## config.mk

```make
export PLATFORM = sky130hd
export DESIGN_NAME = lfsr_gen
export DESIGN_NICKNAME = d
export VERILOG_FILES = /design/src/rtl/lfsr_pkg.sv /design/src/rtl/lfsr_step.sv /design/src/rtl/lfsr_gen.sv
export SDC_FILE = /design/constraint.sdc
export NUM_CORES = 1
export LEC_CHECK = 0
export CORE_MARGIN = 1.5
export CORE_UTILIZATION = 30
export DETAILED_ROUTE_END_ITERATION = 16
export DONT_BUFFER_PORTS = 1
export GPL_TIMING_DRIVEN = 0
export PLACE_DENSITY = 0.46
export SLEW_MARGIN = 20
export SYNTH_ARGS = -nofsm -noshare
export SYNTH_HDL_FRONTEND = slang
export SYNTH_SLANG_ARGS = --single-unit
```

## constraint.sdc

```tcl
create_clock -name clk -period 3.1 [get_ports clk]
set_clock_uncertainty 0.05 [all_clocks]
set_input_delay 0.62 -clock clk [delete_from_list [all_inputs] [get_ports clk]]
set_output_delay 0.62 -clock clk [all_outputs]
set_load 0.01 [all_outputs]
```

## src/rtl/lfsr_pkg.sv

```systemverilog
// Shared LFSR types, next-state formula and maximal tap table.
// Used by lfsr_step, lfsr_gen and the later multi-step variant.
package lfsr_pkg;

   typedef enum logic {FIBO, GALOIS} lfsr_mode_e;

   // Galois-form (right shift) maximal masks, indexed by width
   localparam logic [31:0] MAX_TAPS [3:32] = '{
      32'h0000_0006, 32'h0000_000C, 32'h0000_0014, 32'h0000_0030,
      32'h0000_0060, 32'h0000_00B8, 32'h0000_0110, 32'h0000_0240,
      32'h0000_0500, 32'h0000_0829, 32'h0000_100D, 32'h0000_2015,
      32'h0000_6000, 32'h0000_D008, 32'h0001_2000, 32'h0002_0400,
      32'h0004_0023, 32'h0009_0000, 32'h0014_0000, 32'h0030_0000,
      32'h0042_0000, 32'h00E1_0000, 32'h0120_0000, 32'h0200_0023,
      32'h0400_0013, 32'h0900_0000, 32'h1400_0000, 32'h2000_0029,
      32'h4800_0000, 32'h8020_0003
   };

   function automatic logic [31:0] lfsr_next(
      input lfsr_mode_e  mode,
      input int unsigned width,
      input logic [31:0] taps,
      input logic [31:0] r
   );
      logic        fb;
      logic [31:0] sh;
      sh = r >> 1;
      fb = ^(r & taps);
      if (mode == FIBO)
         return sh | (32'(fb) << (width - 1));
      return sh ^ ({32{r[0]}} & taps);
   endfunction

endpackage

```

## src/rtl/lfsr_step.sv

```systemverilog
// Combinational single LFSR step, r -> r_next.
// Kept separate so a multi-step variant can chain copies.
module lfsr_step
   import lfsr_pkg::*;
#(
   parameter int              WIDTH = 4,
   parameter logic [WIDTH-1:0] TAPS = 4'b0011,
   parameter lfsr_mode_e      MODE  = FIBO
) (
   input  logic [WIDTH-1:0] r,
   output logic [WIDTH-1:0] r_next
);

   assign r_next = WIDTH'(lfsr_next(MODE, WIDTH, 32'(TAPS), 32'(r)));

endmodule

```

## src/rtl/lfsr_gen.sv

```systemverilog
// LFSR generator with seed load, step enable, zero-seed lockup
// recovery, period wrap pulse and saturating step counter.
module lfsr_gen
   import lfsr_pkg::*;
#(
   parameter int               WIDTH = 4,
   parameter logic [WIDTH-1:0] TAPS  = 4'b0011,
   parameter logic [WIDTH-1:0] SEED  = WIDTH'(1),
   parameter lfsr_mode_e       MODE  = FIBO
) (
   input  logic             clk,
   input  logic             reset,
   input  logic             en,
   input  logic             load,
   input  logic [WIDTH-1:0] seed_in,
   output logic [WIDTH-1:0] q,
   output logic             bit_out,
   output logic             wrap,
   output logic [WIDTH-1:0] steps,
   output logic             lockup
);

   if (WIDTH < 3 || WIDTH > 32) begin : g_bad_width
      $error("lfsr_gen: WIDTH must be 3..32");
   end
   if (SEED == '0) begin : g_bad_seed
      $error("lfsr_gen: SEED must be non-zero");
   end

   logic [WIDTH-1:0] r;
   logic [WIDTH-1:0] r_next;
   logic [WIDTH-1:0] seed_reg;

   lfsr_step #(
      .WIDTH (WIDTH),
      .TAPS  (TAPS),
      .MODE  (MODE)
   ) u_step (
      .r      (r),
      .r_next (r_next)
   );

   // A zero seed would lock the register, so SEED replaces it
   always_ff @(posedge clk or negedge reset) begin
      if (!reset) begin
         r        <= SEED;
         seed_reg <= SEED;
         steps    <= '0;
         wrap     <= 1'b0;
         lockup   <= 1'b0;
      end else begin
         wrap   <= 1'b0;
         lockup <= 1'b0;
         if (load) begin
            steps <= '0;
            if (seed_in != '0) begin
               r        <= seed_in;
               seed_reg <= seed_in;
            end else begin
               r        <= SEED;
               seed_reg <= SEED;
               lockup   <= 1'b1;
            end
         end else if (en) begin
            r <= r_next;
            if (r_next == seed_reg) begin
               wrap  <= 1'b1;
               steps <= '0;
            end else if (steps != '1) begin
               steps <= steps + WIDTH'(1);
            end
         end
      end
   end

   assign q       = r;
   assign bit_out = r[0];

endmodule
```

==> run_results.csv <==
group,metric,value,unit
route,ant_nets,0,
clock_tree,postCtsSetupBuffers,0,
timing,setup_viol,0,
global_route,antenna_found_initial,0,
critical_path,reg2reg_from,"q[1]",
floorplanning,die_h,52.4,um
critical_path,worstReg2RegEnd,"steps[2]",
timing,hold_viol_final,0,
cells_and_area,drive_gt1_share,20.5,%
global_route,grt_max_degree,13,
synthesis,synth_ff_type,"dfrtp_1",
critical_path,start_kind,"register",
synthesis,synth_top_cell_by_area,"dfrtp_1",
global_route,grt_pass1_wl,2470,um
timing,final.setup.tns,0,ns
synthesis,ys_seq_elements,14,
synthesis,synth_area,732,um^2
critical_path,slowest_delay,0.62,ns
critical_path,worstSetupEndpointType,"output pin",
timing,layout_setup_ws,1.38,ns
place,place_ws,1.44,ns
timing,rsz0062_at_grt,"no",
synthesis,yosysUniqueCellTypes,32,
route,vias,527,
route,wl_per_cell,15.0,um
route,drt-pass1-iter-count,4,
pwr,seqPwrFrac,52.5,%
cells_and_area,final_cell_mix,"12 x dfrtp_1, 6 x o21ai_0, 4 x nand2b_1, 4 x xnor2_1, 4 x nand2_1",
synthesis,synth_top_area_share,41.0,%
critical_path,cp_data_arrival_time,1.05,ns
pwr,p_sw,115,uW
route,first_iter_violations,5,
cells_and_area,multi_input_area,348,um^2
global_route,overflow,0,
pwr,ir_worst_vdd,242,uV
timing,finalCritPeriodShare,55.4,%
place,io_buffers,0,
synthesis,synthTopCellsByArea,"dfrtp_1 41%, dfstp_2 7.2%, xnor2_1 4.8%, o21ai_0 4.1%, a211oi_2 3.4%",
cells_and_area,final_cells,101,
hold_path,hold_class,"input pin to asynchronous set/reset pin",
route,viasPerCell,5.22,
status,status,"finished, final reports clean",
clock_tree,clk_latency,0.28,ns
flow_run,maxCapViolCount,0,
pwr,switching_share,27.5,%
timing,max_freq,582,MHz
pwr,clkPwrFrac,32.0,%
timing,min_period,1.72,ns
critical_path,worstPathMaxFanout,5,
critical_path,path_cells,"buf_4",
route,drt-total-wl,1520,um
clock_tree,cts_buffers,3,
cells_and_area,diodes,0,
floorplanning,dieArea,2750,um^2
synthesis,synth.yosys.seq_area_share,48.2,%
timing,worst_slew_pin_slew,0.571,ns
critical_path,crit_slowest_cell,"dfstp_2",
cells_and_area,layout_commonest_cell,"dfrtp_1",
critical_path,crit_type,"register to output pin",
synthesis,syn_nets,77,
global_route,first_global_vias,540,
synthesis,syn-mean-instance-area,10.8,um^2
clock_tree,cts_root_buf,"clkbuf_4",
clock_tree,h-tree-depth,1,
critical_path,worst-endpoint-required,2.43,ns
cells_and_area,n_fill_cell,239,
pwr,p_per_area,516,nW/um^2
synthesis,synth_warnings,0,
critical_path,critical-path-top-delay-family,"flip-flops",
route,drc,0,
cells_and_area,utilization,36.1,%
floorplanning,io_pins,19,
place,gp_congestion,0.685,
pwr,total_leakage_power,0.337,nW
timing,slew_headroom,61.8,%
critical_path,ff2ff_path_depth,4,
pwr,power.internal,304,uW
floorplanning,core_area,2250,um^2
global_route,grt_use_total,13.2,%
cells_and_area,regArea,353,um^2
pwr,combPwrFrac,15.5,%
synthesis,synthCells,68,
cells_and_area,nets,83,
clock_tree,clock_path_buffers,2,
cells_and_area,syn2layout_area_growth,11.1,%
place,hpwl,1050,um
timing,drv_slew,0,
floorplanning,die_w,52.4,um
synthesis,synthArstFlopShare,100,%
critical_path,cp_num_buf_inv,1,
place,place_inst,96,
clock_tree,cts_tree,"yes",
critical_path,rrSetupSlack,1.50,ns
floorplanning,row_count,17,
synthesis,synth-edff-count,0,
floorplanning,start_util,32.5,%
clock_tree,cts.clk_slew.worst_paths,0.09,ns
clock_tree,cts.sinks,14,
==> per-stage QoR <==
step | total power [mW] | hold slack (ns) | area (um^2)
2_1_floorplan | 0.273 | 0.274 | 732
3_3_place_gp | 0.286 | 0.275 | 767
3_5_place_dp | 0.286 | 0.275 | 767
4_1_cts | 0.427 | 0.103 | 813
5_1_grt | 0.446 | 0.0917 | 813
6_report | 0.419 | 0.116 | 813
==> power groups by stage <==
stage               Clock [mW]  Sequential [mW]  Combinational (mW)
floorplan                    0            0.219              0.0536
global placement             0            0.224              0.0623
detailed placement           0            0.224              0.0619
CTS                      0.139            0.221              0.0665
global route             0.149            0.223              0.0731
finish                   0.134            0.220              0.0651
==> repair_timing <==
action,4_1_cts,5_1_grt
endpoints found under the hold margin,12,0
gates resized for setup,0,0
hold buffers,1,0
==> per-layer routing <==
layer	part of all wire, %	global-route usage (%)	vias up
met5	0	0	-
met4	2.5	8.97	0
met3	5.7	4.00	5
met2	46	19.2	16
met1	46	16.5	255
li1	-	-	251
==> how the worst max path moves through the flow <==
stage | from | endpoint | slack [ns] | depth (start not counted)
floorplan | load | q[0] | 1.65 | 5
global placement | load | q[0] | 1.42 | 5
detailed placement | load | q[0] | 1.44 | 5
CTS | q[0] | q[0] | 1.36 | 1
global route | q[0] | q[0] | 1.32 | 1
finish | q[0] | q[0] | 1.38 | 1
==> cell usage after synthesis (all sizes together), types with 2 or more instances <==
library cell,count
nand2b,4
nand3,2
a21oi,3
xnor2,4
mux2,2
nor2b,2
inv,3
a211oi,3
buf,3
dfstp,2
dfrtp,12
nand2,4
o21ai,9
nor2,2
==> cell families after synthesis <==
logic type	synth area share, %
mux	4.44
simple gates	15.2
fa+ha+maj	1.71
compound gates	18.3
buf+inv	4.27
xor+xnor	7.86
flops	48.2
==> cell type report <==
cell class,count,area share [%]
Sequential cell,14,43.4
Inverter,3,1.38
Buffer,4,2.46
Multi-Input combinational cell,47,42.8
Clock buffer,4,4.46
Tap cell,28,4.31
Timing Repair Buffer,1,1.23
No activity file was read; power rests on OpenSTA's default activity.
